$ cat src/rtl/i_cache_refill_ctrl.sv
// I-cache refill controller: on a miss, closes the window, streams CACHE_WORDS words
// from memory into the slice, then reopens base/bound. Optional macro: CRITICAL_WORD_FIRST_EN.
module i_cache_refill_ctrl #(
    parameter int CACHE_WORDS = 256
) (
    input  logic        clk,
    input  logic        rst_n,
    input  logic        i_cache_miss,
    input  logic [31:0] miss_addr,
    output logic        mem_req_valid,
    input  logic        mem_req_ready,
    output logic [31:0] mem_req_addr,
    input  logic        mem_rsp_valid,
    input  logic [31:0] mem_rsp_data,
    output logic        refill_enable,
    output logic [31:0] refill_address,
    output logic [31:0] refill_data,
    output logic [31:0] set_base_addr,
    output logic [31:0] set_bound_addr,
    output logic        base_addr_we,
    output logic        bound_addr_we,
    output logic        busy,
    output logic        refill_done
);

    localparam int              IW        = $clog2(CACHE_WORDS);
    localparam logic [31:0]     WIN_BYTES = 32'(CACHE_WORDS * 4);
    localparam logic [31:0]     WIN_MASK  = WIN_BYTES - 32'd1;
    localparam logic [IW-1:0]   LAST_CNT  = IW'(CACHE_WORDS - 1);

    typedef enum logic [2:0] {
        S_IDLE  = 3'd0,
        S_INVAL = 3'd1,
        S_REQ   = 3'd2,
        S_RESP  = 3'd3,
        S_WRITE = 3'd4,
        S_BOUND = 3'd5,
        S_BASE  = 3'd6
    } state_t;

    state_t        r_state;
    state_t        w_state_nxt;
    logic [IW-1:0] r_idx;
    logic [IW-1:0] w_idx_nxt;
    logic [IW-1:0] r_cnt;
    logic [IW-1:0] w_cnt_nxt;
    logic [31:0]   r_win_base;
    logic [31:0]   w_win_base_nxt;
    logic [IW-1:0] w_start_idx;

    logic          r_mem_req_valid;
    logic [31:0]   r_mem_req_addr;
    logic          r_refill_enable;
    logic [31:0]   r_refill_address;
    logic [31:0]   r_refill_data;
    logic [31:0]   r_set_base_addr;
    logic [31:0]   r_set_bound_addr;
    logic          r_base_addr_we;
    logic          r_bound_addr_we;
    logic          r_busy;
    logic          r_refill_done;

`ifdef CRITICAL_WORD_FIRST_EN
    assign w_start_idx = miss_addr[IW+1:2];
`else
    assign w_start_idx = {IW{1'b0}};
`endif

    // State, index, word count and window base registers
    always_ff @(posedge clk or negedge rst_n) begin
        if (!rst_n) begin
            r_state    <= S_IDLE;
            r_idx      <= {IW{1'b0}};
            r_cnt      <= {IW{1'b0}};
            r_win_base <= 32'd0;
        end else begin
            r_state    <= w_state_nxt;
            r_idx      <= w_idx_nxt;
            r_cnt      <= w_cnt_nxt;
            r_win_base <= w_win_base_nxt;
        end
    end

    // Next-state logic; r_cnt counts words written independently of the (possibly rotated) index
    always_comb begin
        w_state_nxt    = r_state;
        w_idx_nxt      = r_idx;
        w_cnt_nxt      = r_cnt;
        w_win_base_nxt = r_win_base;
        case (r_state)
            S_IDLE: begin
                if (i_cache_miss) begin
                    w_win_base_nxt = miss_addr & ~WIN_MASK;
                    w_idx_nxt      = w_start_idx;
                    w_cnt_nxt      = {IW{1'b0}};
                    w_state_nxt    = S_INVAL;
                end else begin
                    w_state_nxt    = S_IDLE;
                end
            end
            S_INVAL: w_state_nxt = S_REQ;
            S_REQ: begin
                if (mem_req_ready) begin
                    w_state_nxt = S_RESP;
                end else begin
                    w_state_nxt = S_REQ;
                end
            end
            S_RESP: begin
                if (mem_rsp_valid) begin
                    w_state_nxt = S_WRITE;
                end else begin
                    w_state_nxt = S_RESP;
                end
            end
            S_WRITE: begin
                if (r_cnt == LAST_CNT) begin
                    w_state_nxt = S_BOUND;
                end else begin
                    w_idx_nxt   = r_idx + {{(IW-1){1'b0}}, 1'b1};
                    w_cnt_nxt   = r_cnt + {{(IW-1){1'b0}}, 1'b1};
                    w_state_nxt = S_REQ;
                end
            end
            S_BOUND: w_state_nxt = S_BASE;
            S_BASE:  w_state_nxt = S_IDLE;
            default: w_state_nxt = S_IDLE;
        endcase
    end

    // Memory request and slice write outputs, registered from the next state
    always_ff @(posedge clk or negedge rst_n) begin
        if (!rst_n) begin
            r_mem_req_valid  <= 1'b0;
            r_mem_req_addr   <= 32'd0;
            r_refill_enable  <= 1'b0;
            r_refill_address <= 32'd0;
            r_refill_data    <= 32'd0;
        end else begin
            r_mem_req_valid <= (w_state_nxt == S_REQ);
            r_refill_enable <= (w_state_nxt == S_WRITE);
            if (w_state_nxt == S_REQ) begin
                r_mem_req_addr <= w_win_base_nxt + {{(30-IW){1'b0}}, w_idx_nxt, 2'b00};
            end
            // WRITE is only entered from RESP on mem_rsp_valid, so this captures the response
            if (w_state_nxt == S_WRITE) begin
                r_refill_address <= {{(32-IW){1'b0}}, w_idx_nxt};
                r_refill_data    <= mem_rsp_data;
            end
        end
    end

    // Window programming and status outputs; base and bound strobes come from disjoint states
    always_ff @(posedge clk or negedge rst_n) begin
        if (!rst_n) begin
            r_set_base_addr  <= 32'd0;
            r_set_bound_addr <= 32'd0;
            r_base_addr_we   <= 1'b0;
            r_bound_addr_we  <= 1'b0;
            r_busy           <= 1'b0;
            r_refill_done    <= 1'b0;
        end else begin
            r_base_addr_we  <= (w_state_nxt == S_INVAL) || (w_state_nxt == S_BASE);
            r_bound_addr_we <= (w_state_nxt == S_BOUND);
            r_busy          <= (w_state_nxt != S_IDLE);
            r_refill_done   <= (w_state_nxt == S_BASE);
            if (w_state_nxt == S_INVAL) begin
                r_set_base_addr <= 32'hFFFF_FFFF;
            end else if (w_state_nxt == S_BASE) begin
                r_set_base_addr <= r_win_base;
            end
            if (w_state_nxt == S_BOUND) begin
                r_set_bound_addr <= r_win_base + WIN_BYTES - 32'd4;
            end
        end
    end

    assign mem_req_valid  = r_mem_req_valid;
    assign mem_req_addr   = r_mem_req_addr;
    assign refill_enable  = r_refill_enable;
    assign refill_address = r_refill_address;
    assign refill_data    = r_refill_data;
    assign set_base_addr  = r_set_base_addr;
    assign set_bound_addr = r_set_bound_addr;
    assign base_addr_we   = r_base_addr_we;
    assign bound_addr_we  = r_bound_addr_we;
    assign busy           = r_busy;
    assign refill_done    = r_refill_done;

endmodule

$ cat config.mk
export PLATFORM = sky130hd
export DESIGN_NAME = i_cache_refill_ctrl
export DESIGN_NICKNAME = d
export VERILOG_FILES = /design/src/rtl/i_cache_refill_ctrl.sv
export SDC_FILE = /design/constraint.sdc
export NUM_CORES = 1
export LEC_CHECK = 0
export BUFFER_PORTS_ARGS = -buffer_cell sky130_fd_sc_hd__buf_2
export CAP_MARGIN = 20
export CORE_MARGIN = 4
export CORE_UTILIZATION = 45
export DETAILED_ROUTE_END_ITERATION = 10
export PLACE_DENSITY = 0.7
export SYNTH_ARGS = -nofsm -noshare
export SYNTH_HDL_FRONTEND = slang
export SYNTH_SLANG_ARGS = --single-unit
$ cat constraint.sdc
create_clock -name clk -period 4.9 [get_ports clk]
set_clock_uncertainty 0.2 [all_clocks]
set_input_delay 1.47 -clock clk [delete_from_list [all_inputs] [get_ports clk]]
set_output_delay 1.47 -clock clk [all_outputs]
set_load 0.02 [all_outputs]
## Word level (Yosys, flattened, before mapping)

Index checks and enable logic that the tools add are counted.

| operators by class | value |
|---|---|
| muxes and demuxes | 15 |
| add/sub/neg operators | 5 |
| equal/unequal tests | 13 |
| reduce and logical (&&, ||, !) cells | 6 |

Operators by type and width:

| operator | number |
|---|---|
| 32-bit two-way mux | 4 |
| 32-bit by 10-bit adder with 32-bit output | 1 |
| 32-bit by 11-bit adder with 32-bit output (second input constant) | 1 |
| 8-bit two-way mux | 4 |
| 8-bit one-hot mux with 2 select lines | 2 |
| 32-bit by 3-bit subtractor with 32-bit output (second input constant) | 1 |
| 3-bit one-hot mux with 6 select lines | 1 |
| 8-bit by 1-bit adder with 8-bit output (second input constant) | 2 |
| 3-bit == test (second input constant) | 5 |
| 3-bit by 2-bit == test with 1-bit output (second input constant) | 3 |
| 8-bit == test (second input constant) | 1 |
| 3-bit by 1-bit == test with 1-bit output (second input constant) | 2 |
| 3-bit two-way mux | 2 |
| 2-bit != test (second input constant) | 2 |
| 2-bit nonzero test | 2 |
| 3-bit zero test | 1 |
| 3-bit AND reduction | 1 |
| 3-bit nonzero test | 1 |
| 1-bit two-way mux | 2 |
| 1-bit logical OR | 1 |

| storage, ports and cells | value |
|---|---|
| logic and storage cells | 54 |
| flip-flop bits (word level) | 193 |
| bits of input ports | 69 |
| output and inout bits | 166 |

## Longest topological paths before layout

Gate-level depths: netlist of the first run.

| depth | value |
|---|---|
| depth after elaboration | 6 |
| gate-level depth with buffers | 17 |
| gate-level depth less buffers | 14 |

## Worst setup path before layout of the first run

No wires, ideal clock.

| timing | value |
|---|---|
| path type | in2reg |
| start point | in i_cache_miss |
| end point | reg r_mem_req_addr[17], in the netlist mem_req_addr[17] |
| path slack | -0.151 ns |
| cell stages on the path | 13 |
| arrival time | 4.755 ns |
| buffers on the path | 4 |
| required time | 4.605 ns |
| library setup time | 0.095 ns |
| path through | or4b_4 -> buf_6 -> clkbuf_1 -> clkbuf_1 -> clkbuf_1 -> and2_1 -> ha_1 -> and2_1 -> a221o_1 -> o21ai_1 -> a21oi_1 -> and4_1 -> o31ai_1 |

| on the way | value |
|---|---|
| word-level cells in the longest chain between the ends | 3 |
| elaborated cells between the ends (all ways) | 8 |
| those cells by class | add/sub (1); eq/ne (1); mux (6) |

RTL lines:

| element | RTL line | source |
|---|---|---|
| start: declaration | 8 | `input logic i_cache_miss,` |
| 32-bit two-way mux | 92 | `if (i_cache_miss) begin` |
| 32-bit two-way mux | 90 | `case (r_state)` |
| net w_win_base_nxt[5] | 48 | `logic [31:0] w_win_base_nxt;` |
| 32-bit by 10-bit adder with 32-bit output | 143 | `r_mem_req_addr <= w_win_base_nxt + {{(30-IW){1'b0}}, w_idx_nxt, 2'b00};` |
| end signal: assignment | 143 |  |
| end: declaration | 52 | `logic [31:0] r_mem_req_addr;` |

The timed path passes the listed nets, and every way through them passes these cells.
A chain may end at the register's enable or synchronous reset.

## Worst setup path after layout of the first run

| timing | value |
|---|---|
| start point | in i_cache_miss |
| end point | reg r_mem_req_addr[28], in the netlist mem_req_addr[28] |

Same word-level chain as after synthesis.

==> results of run 1 <==
cell usage after synthesis (7+ instances only):
master and n:
ha_1 11, nand2_1 315, nor3_1 15, o21ai_1 10, buf_4 26, a21oi_1 11
mux2_2 11, nand3_1 54, dfrtp_1 193, and2_1 11, mux2i_1 8, nand4_1 11
and3_1 12, inv_1 15, nor2_1 37, o31ai_1 7, xor2_1 14, o21ai_0 53
xnor2_1 37, clkbuf_1 38
layer usage:
layer  global-route usage [%]  wire, um  vias up  part of all wire [%]
met5                        0         8        -                 0.035
met4                     5.63       351        2                   1.5
met3                     7.75      2400       32                    10
met2                     30.3     10000      264                    44
met1                     29.7     10200     3485                    44
li1                         -         -     3567                     -
kinds of logic (layout without fill, tap and decap cells):
kind of cell / count (synthesis) / count (layout)
multiplexers: 20 / 20
XOR/XNOR: 51 / 51
flip-flops: 193 / 193
other: 1 / 24
buffers and inverters: 91 / 262
adder cells (fa/ha/maj): 12 / 12
AND/OR/NAND/NOR: 490 / 490
AO/OA/AOI/OAI: 117 / 117
stage by stage:
stage                     cell area [sq um]  util, %  hold WS [ns]  instances  setup slack, ns
final                                 10800     54.9         0.268       1434            0.699
after global routing                  10800     54.9         0.291       1434            0.422
after CTS                             10800     54.9         0.276       1434            0.754
after detailed placement              10200     52.0         0.257       1402            0.300
after global placement                10200     52.0         0.254       1402            0.326
after floorplan                        9120        -         0.252        998          0.00328
power groups by stage:
stage                     logic (mW)  registers [mW]  clock network, mW
after floorplan                 1.10            2.78                  0
after detailed placement        2.15            2.48                  0
final                           2.13            2.48               1.33
after CTS                       2.16            2.47               1.37
after global placement          2.12            2.48                  0
after global routing            2.37            2.54               1.44
sequential cells by signal, indices dropped and copies added, names as in the netlist, 3 cells and up:
name,flops
mem_req_addr,32
r_cnt,8
r_idx,8
r_state,3
r_win_base,32
refill_address,8
refill_data,32
set_base_addr,32
set_bound_addr,32
final cells by class:
cell class | count | area, sq um | share of cell area (%)
flip-flops and latches | 193 | 4830 | 44.9
multi-input cells | 714 | 3840 | 35.7
repair buffers | 215 | 1130 | 10.6
clock buffers | 19 | 443 | 4.12
well taps | 265 | 332 | 3.08
clock inverters | 13 | 124 | 1.15
inverters | 15 | 56.3 | 0.524
final timing paths:
check	startpoint	slack (ns)	end	depth (start not counted)
worst min-delay path	refill_data[31]	0.27	refill_data[31]	2
worst max register to register	r_state[0]	0.80	mem_req_addr[28]	14
max in group asynchronous	rst_n	2.73	refill_data[22]	2
worst min register to register	refill_data[31]	0.27	refill_data[31]	2
min in group asynchronous	rst_n	0.86	refill_done	1
worst max-delay path	i_cache_miss	0.70	mem_req_addr[28]	12
worst max-delay path, cell delays in order:
cell	delay, ns
buf_2	0.10
or4b_4	0.56
buf_4	0.24
and2_1	0.22
ha_1	0.35
a211oi_1	0.22
nor2_1	0.12
a221oi_1	0.32
buf_4	0.27
nor4_2	0.08
xnor2_1	0.25
o21ai_1	0.09
==> flow_metrics.tcl, run 1 <==
set metrics [dict create \
    tightest_slew_ns 1.03 \
    drive_above_1_share_pct 23.4 \
    yosysTopAreaCellShare_pct 53.5 \
    grt_remaining_overflow 0 \
    sequentialPowerShare_pct 41.7 \
    critPathKind "in2reg" \
    synth_area_leaders "dfrtp_1 (53%), nand2_1 (13%), xnor2_1 (3.6%)" \
    pwr-share-clk_pct 22.5 \
    wirelength_um 23000 \
    via_per_inst 5.13 \
    fin_setup_tns_ns 0 \
    grt_pass1_wl_um 37200 \
    synth_xor_area_share_pct 4.95 \
    area_growth_syn_to_layout_pct 19.1 \
    antenna_found_initial 1 \
    final_nets 1237 \
    slew_viol_final 0 \
    drtIter0Drc 435 \
    ys_ff_latch 193 \
    syn_area_per_cell_sq_um 9.26 \
    placementRows 51 \
    ant_nets 0 \
    drtPass1Iterations 6 \
    cts_tree "yes" \
    yosys_warnings 0 \
    power.leakage_nw 5.40 \
    clk_path_buf_depth 2 \
    finalSetupViolCount 0 \
    synthCells 975 \
    cts-root-buf "clkbuf_16" \
    ctsHoldBuffers 0 \
    cts_num_sinks 193 \
    post_cts_buffers 0 \
    synth_simple_gate_area_share_pct 24.1 \
    grt_pass1_vias 7091 \
    synth-edff-count 0 \
    port_buffers 200 \
    synth_top_family_by_area "simple AND/OR/NAND/NOR gates" \
    layout_commonest_cell "nand2_1" \
    grt_usage_pct 20.9 \
    fp.dieW_um 150 \
    hold_class "reg2reg" \
    power_mw 5.94 \
    powerDensity_nw_per_um2 553 \
    switching_power_mw 2.48 \
    clock_latency_ns 0.43 \
    clkSlewWorstSetupHoldPaths_ns 0.08 \
    seq_area_frac_synth_pct 53.5 \
    drc 0 \
    start_util_pct 46.1 \
    ios 235 \
    synthAdderAreaFrac_pct 1.75 \
    crit_arrival_ns 4.30 \
    place_congestion 0.880 \
    rsz0062_at_grt "false" \
    fp.dieH_um 150 \
    drv_cap 0 \
    hold_violations 0 \
    yosys-mux-area-fraction_pct 2.51 \
    grt_max_degree 87 \
    cts_buffers 17 \
    peakVddDrop_mv 0.332 \
    fill_cells 1790 \
    fmax_ghz 0.238 \
    internal_power_mw 3.47 \
    period_needed_ns 4.20 \
    startpoint_type "input pin" \
    cp.required_ns 5.00 \
    num_vias 7350 \
    drt-wirelength-per-cell_um 16.1 \
    cp_max_fo 16 \
    synth_ff_type "dfrtp_1" \
    layout_common_cells "nand2_1 (315), buf_2 (199), dfrtp_1 (193)" \
    cp-end-kind "flop" \
    min_period_over_period_pct 85.7 \
    cts_resized 0 \
    netlist-cell-type-count 59 \
    die-area_sq_um 22400 \
    status "completed" \
    async_reset_ff_share_pct 100 \
    comb_power_share_pct 35.9 \
    relSlewSlack_pct 31.6 \
    core_sq_um 19600 \
    p_sw_share_pct 41.7 \
    synth_compound_area_share_pct 8.01 \
    synth_area_sq_um 9030 \
    yosysTopAreaCell "dfrtp_1" \
    ctsHtreeMaxLevel 4 \
    num_antenna_cells 0 \
    dpl.hpwl_um 16700 \
]
Note: power is estimated with default switching activity, not from simulation.
==> inputs of run 2 (changes only) <==
--- a/config.mk
+++ b/config.mk
@@ -5,12 +5,13 @@
 export SDC_FILE = /design/constraint.sdc
 export NUM_CORES = 1
 export LEC_CHECK = 0
-export BUFFER_PORTS_ARGS = -buffer_cell sky130_fd_sc_hd__buf_2
 export CAP_MARGIN = 20
 export CORE_MARGIN = 4
 export CORE_UTILIZATION = 45
+export CTS_BUF_LIST = sky130_fd_sc_hd__clkbuf_4
 export DETAILED_ROUTE_END_ITERATION = 10
-export PLACE_DENSITY = 0.7
+export DONT_BUFFER_PORTS = 1
+export HOLD_SLACK_MARGIN = 0.15
 export SYNTH_ARGS = -nofsm -noshare
 export SYNTH_HDL_FRONTEND = slang
 export SYNTH_SLANG_ARGS = --single-unit
==> run 2 against run 1 <==
Against the previous run:
- clock-buffer cell count decreased by 1
- power is 14% lower
- combinational power decreased by 41%
- largest cell class unchanged
- largest power group unchanged
- highest routed layer is now met4
==> flow_metrics.tcl, run 2 (synthesized netlist as in run 1, its figures left out) <==
set metrics [dict create \
    drive_above_1_share_pct 7.26 \
    crit_arrival_ns 4.39 \
    grt_pass1_vias 6244 \
    grt_pass1_wl_um 35500 \
    layout_common_cells "nand2_1 (315), dfrtp_1 (193), nand3_1 (54)" \
    crit_top_cell "nor2_1" \
    placementRows 51 \
    slew_viol_final 0 \
    wirelength_um 22200 \
    cts_tree "yes" \
    ant_nets 0 \
    cts_resized 0 \
    cts_buffers 17 \
    drtPass1Iterations 5 \
    ctsHoldBuffers 0 \
    finalNonFillerCells 1230 \
    critPathKind "reg2reg" \
    post_cts_buffers 0 \
    core_sq_um 19600 \
    power.leakage_nw 4.37 \
    fmax_ghz 0.242 \
    cp_max_fo 11 \
    clkSlewWorstSetupHoldPaths_ns 0.16 \
    cts_num_sinks 193 \
    grt_remaining_overflow 0 \
    tightest_slew_ns 0.996 \
    antenna_found_initial 1 \
    fp.dieW_um 150 \
    die-area_sq_um 22400 \
    powerDensity_nw_per_um2 542 \
    cp.required_ns 5.16 \
    min_period_over_period_pct 84.4 \
    dp_cells 1197 \
    place_congestion 0.837 \
    hold_class "reg2reg" \
    dpl.hpwl_um 15600 \
    ios 235 \
    startpoint_type "flop" \
    drv_cap 0 \
    fin_setup_tns_ns 0 \
    path_cells "nor3b_1 > o21a_1 > nor2_1 > nand2_1 > o21ai_0 > ha_1 > fa_1 > a211oi_1 > nor2_1 > a221oi_1 > buf_4 > nor4_2 > xnor2_1 > o21ai_1" \
    port_buffers 0 \
    clk_path_buf_depth 2 \
    layout_commonest_cell "nand2_1" \
    fp.dieH_um 150 \
    finalSetupViolCount 0 \
    start_util_pct 46.1 \
    max_stage_delay_ns 0.54 \
    num_vias 6411 \
    drtIter0Drc 405 \
    ctsHtreeMaxLevel 4 \
    cts-root-buf "clkbuf_4" \
    grt_max_degree 194 \
    period_needed_ns 4.13 \
    via_per_inst 5.21 \
    cp-end-kind "flop" \
    drc 0 \
    slowest_stage "dfrtp_1" \
    hold_violations 0 \
    peakVddDrop_mv 0.261 \
    power_mw 5.11 \
    relSlewSlack_pct 33.5 \
    grt_usage_pct 20.3 \
    clock_latency_ns 0.58 \
    drt-wirelength-per-cell_um 18.0 \
    rsz0062_at_grt "false" \
    area_growth_syn_to_layout_pct 4.31 \
    status "completed" \
    final_nets 1032 \
]
## run 2: cell types whose count changed in the layout (fill, tap and decap cells not counted), moves of 2 or more
cell | previous run | this run
buf_2 | 199 | 0
clkbuf_4 | 0 | 18
clkbuf_16 | 17 | 0
buf_4 | 14 | 10
clkinvlp_4 | 2 | 6
clkinv_4 | 4 | 1
inv_6 | 4 | 1
inv_8 | 2 | 5
clkbuf_8 | 2 | 0
## run 2: layout make-up
cell class | instances | area, sq um
Clock inverter | 14 | 149
Timing Repair Buffer | 10 | 75.1
Multi-Input combinational cell | 714 | 3840
Inverter | 15 | 56.3
Clock buffer | 18 | 135
Tap cell | 265 | 332
Fill cell | 1904 | 10200
Sequential cell | 193 | 4830
Antenna cell | 1 | 2.50
## run 2: where the power goes
part           switching [mW]  internal, mW  total [mW]  leakage (nW)
Sequential              0.941          2.05        2.99          2.41
Combinational           0.776         0.470        1.25          1.82
Clock                   0.591         0.276       0.867         0.137
Total                    2.31          2.80        5.11          4.37
## run 2: worst paths after layout
kind / from / endpoint / slack (ns) / cells past startpoint
worst min register to register: r_win_base[1] / set_bound_addr[1] / 0.30 / 2
worst max register to register: r_state[0] / mem_req_addr[28] / 0.77 / 14
min in group asynchronous: rst_n / mem_req_valid / 0.37 / 0
max in group asynchronous: rst_n / mem_req_addr[25] / 3.84 / 0
worst min-delay path: r_win_base[1] / set_bound_addr[1] / 0.30 / 2
worst max-delay path: r_state[0] / mem_req_addr[28] / 0.77 / 14
## run 2: stage by stage
step           util (%)  area (sq um)  worst slack, ns  hold WS, ns
6_report           48.1          9420            0.766        0.302
5_1_grt            48.1          9420            0.431        0.279
4_1_cts            48.1          9410            0.733        0.304
3_5_place_dp       46.6          9130            0.327        0.273
3_3_place_gp       46.6          9130            0.321        0.274
2_1_floorplan         -          9120          0.00328        0.252
## run 2: metal layers
layer	vias to the layer above	track usage, %	share of wire [%]
met5	-	0	0
met4	0	5.54	1.5
met3	21	8.39	11
met2	244	27.1	41
met1	2984	30.3	47
li1	3162	-	-
## run 2: worst max-delay path, delay by kind of cell, from the launching register on
| kind | cells | cell delay [ns] |
|---|---|---|
| buffers and inverters | 1 | 0.26 |
| DFF | 1 | 0.54 |
| xor gates and xnor gates | 1 | 0.26 |
| adders and majority gates | 2 | 0.71 |
| and+or+nand+nor | 5 | 0.80 |
| AOI/OAI and AO/OA | 5 | 1.23 |
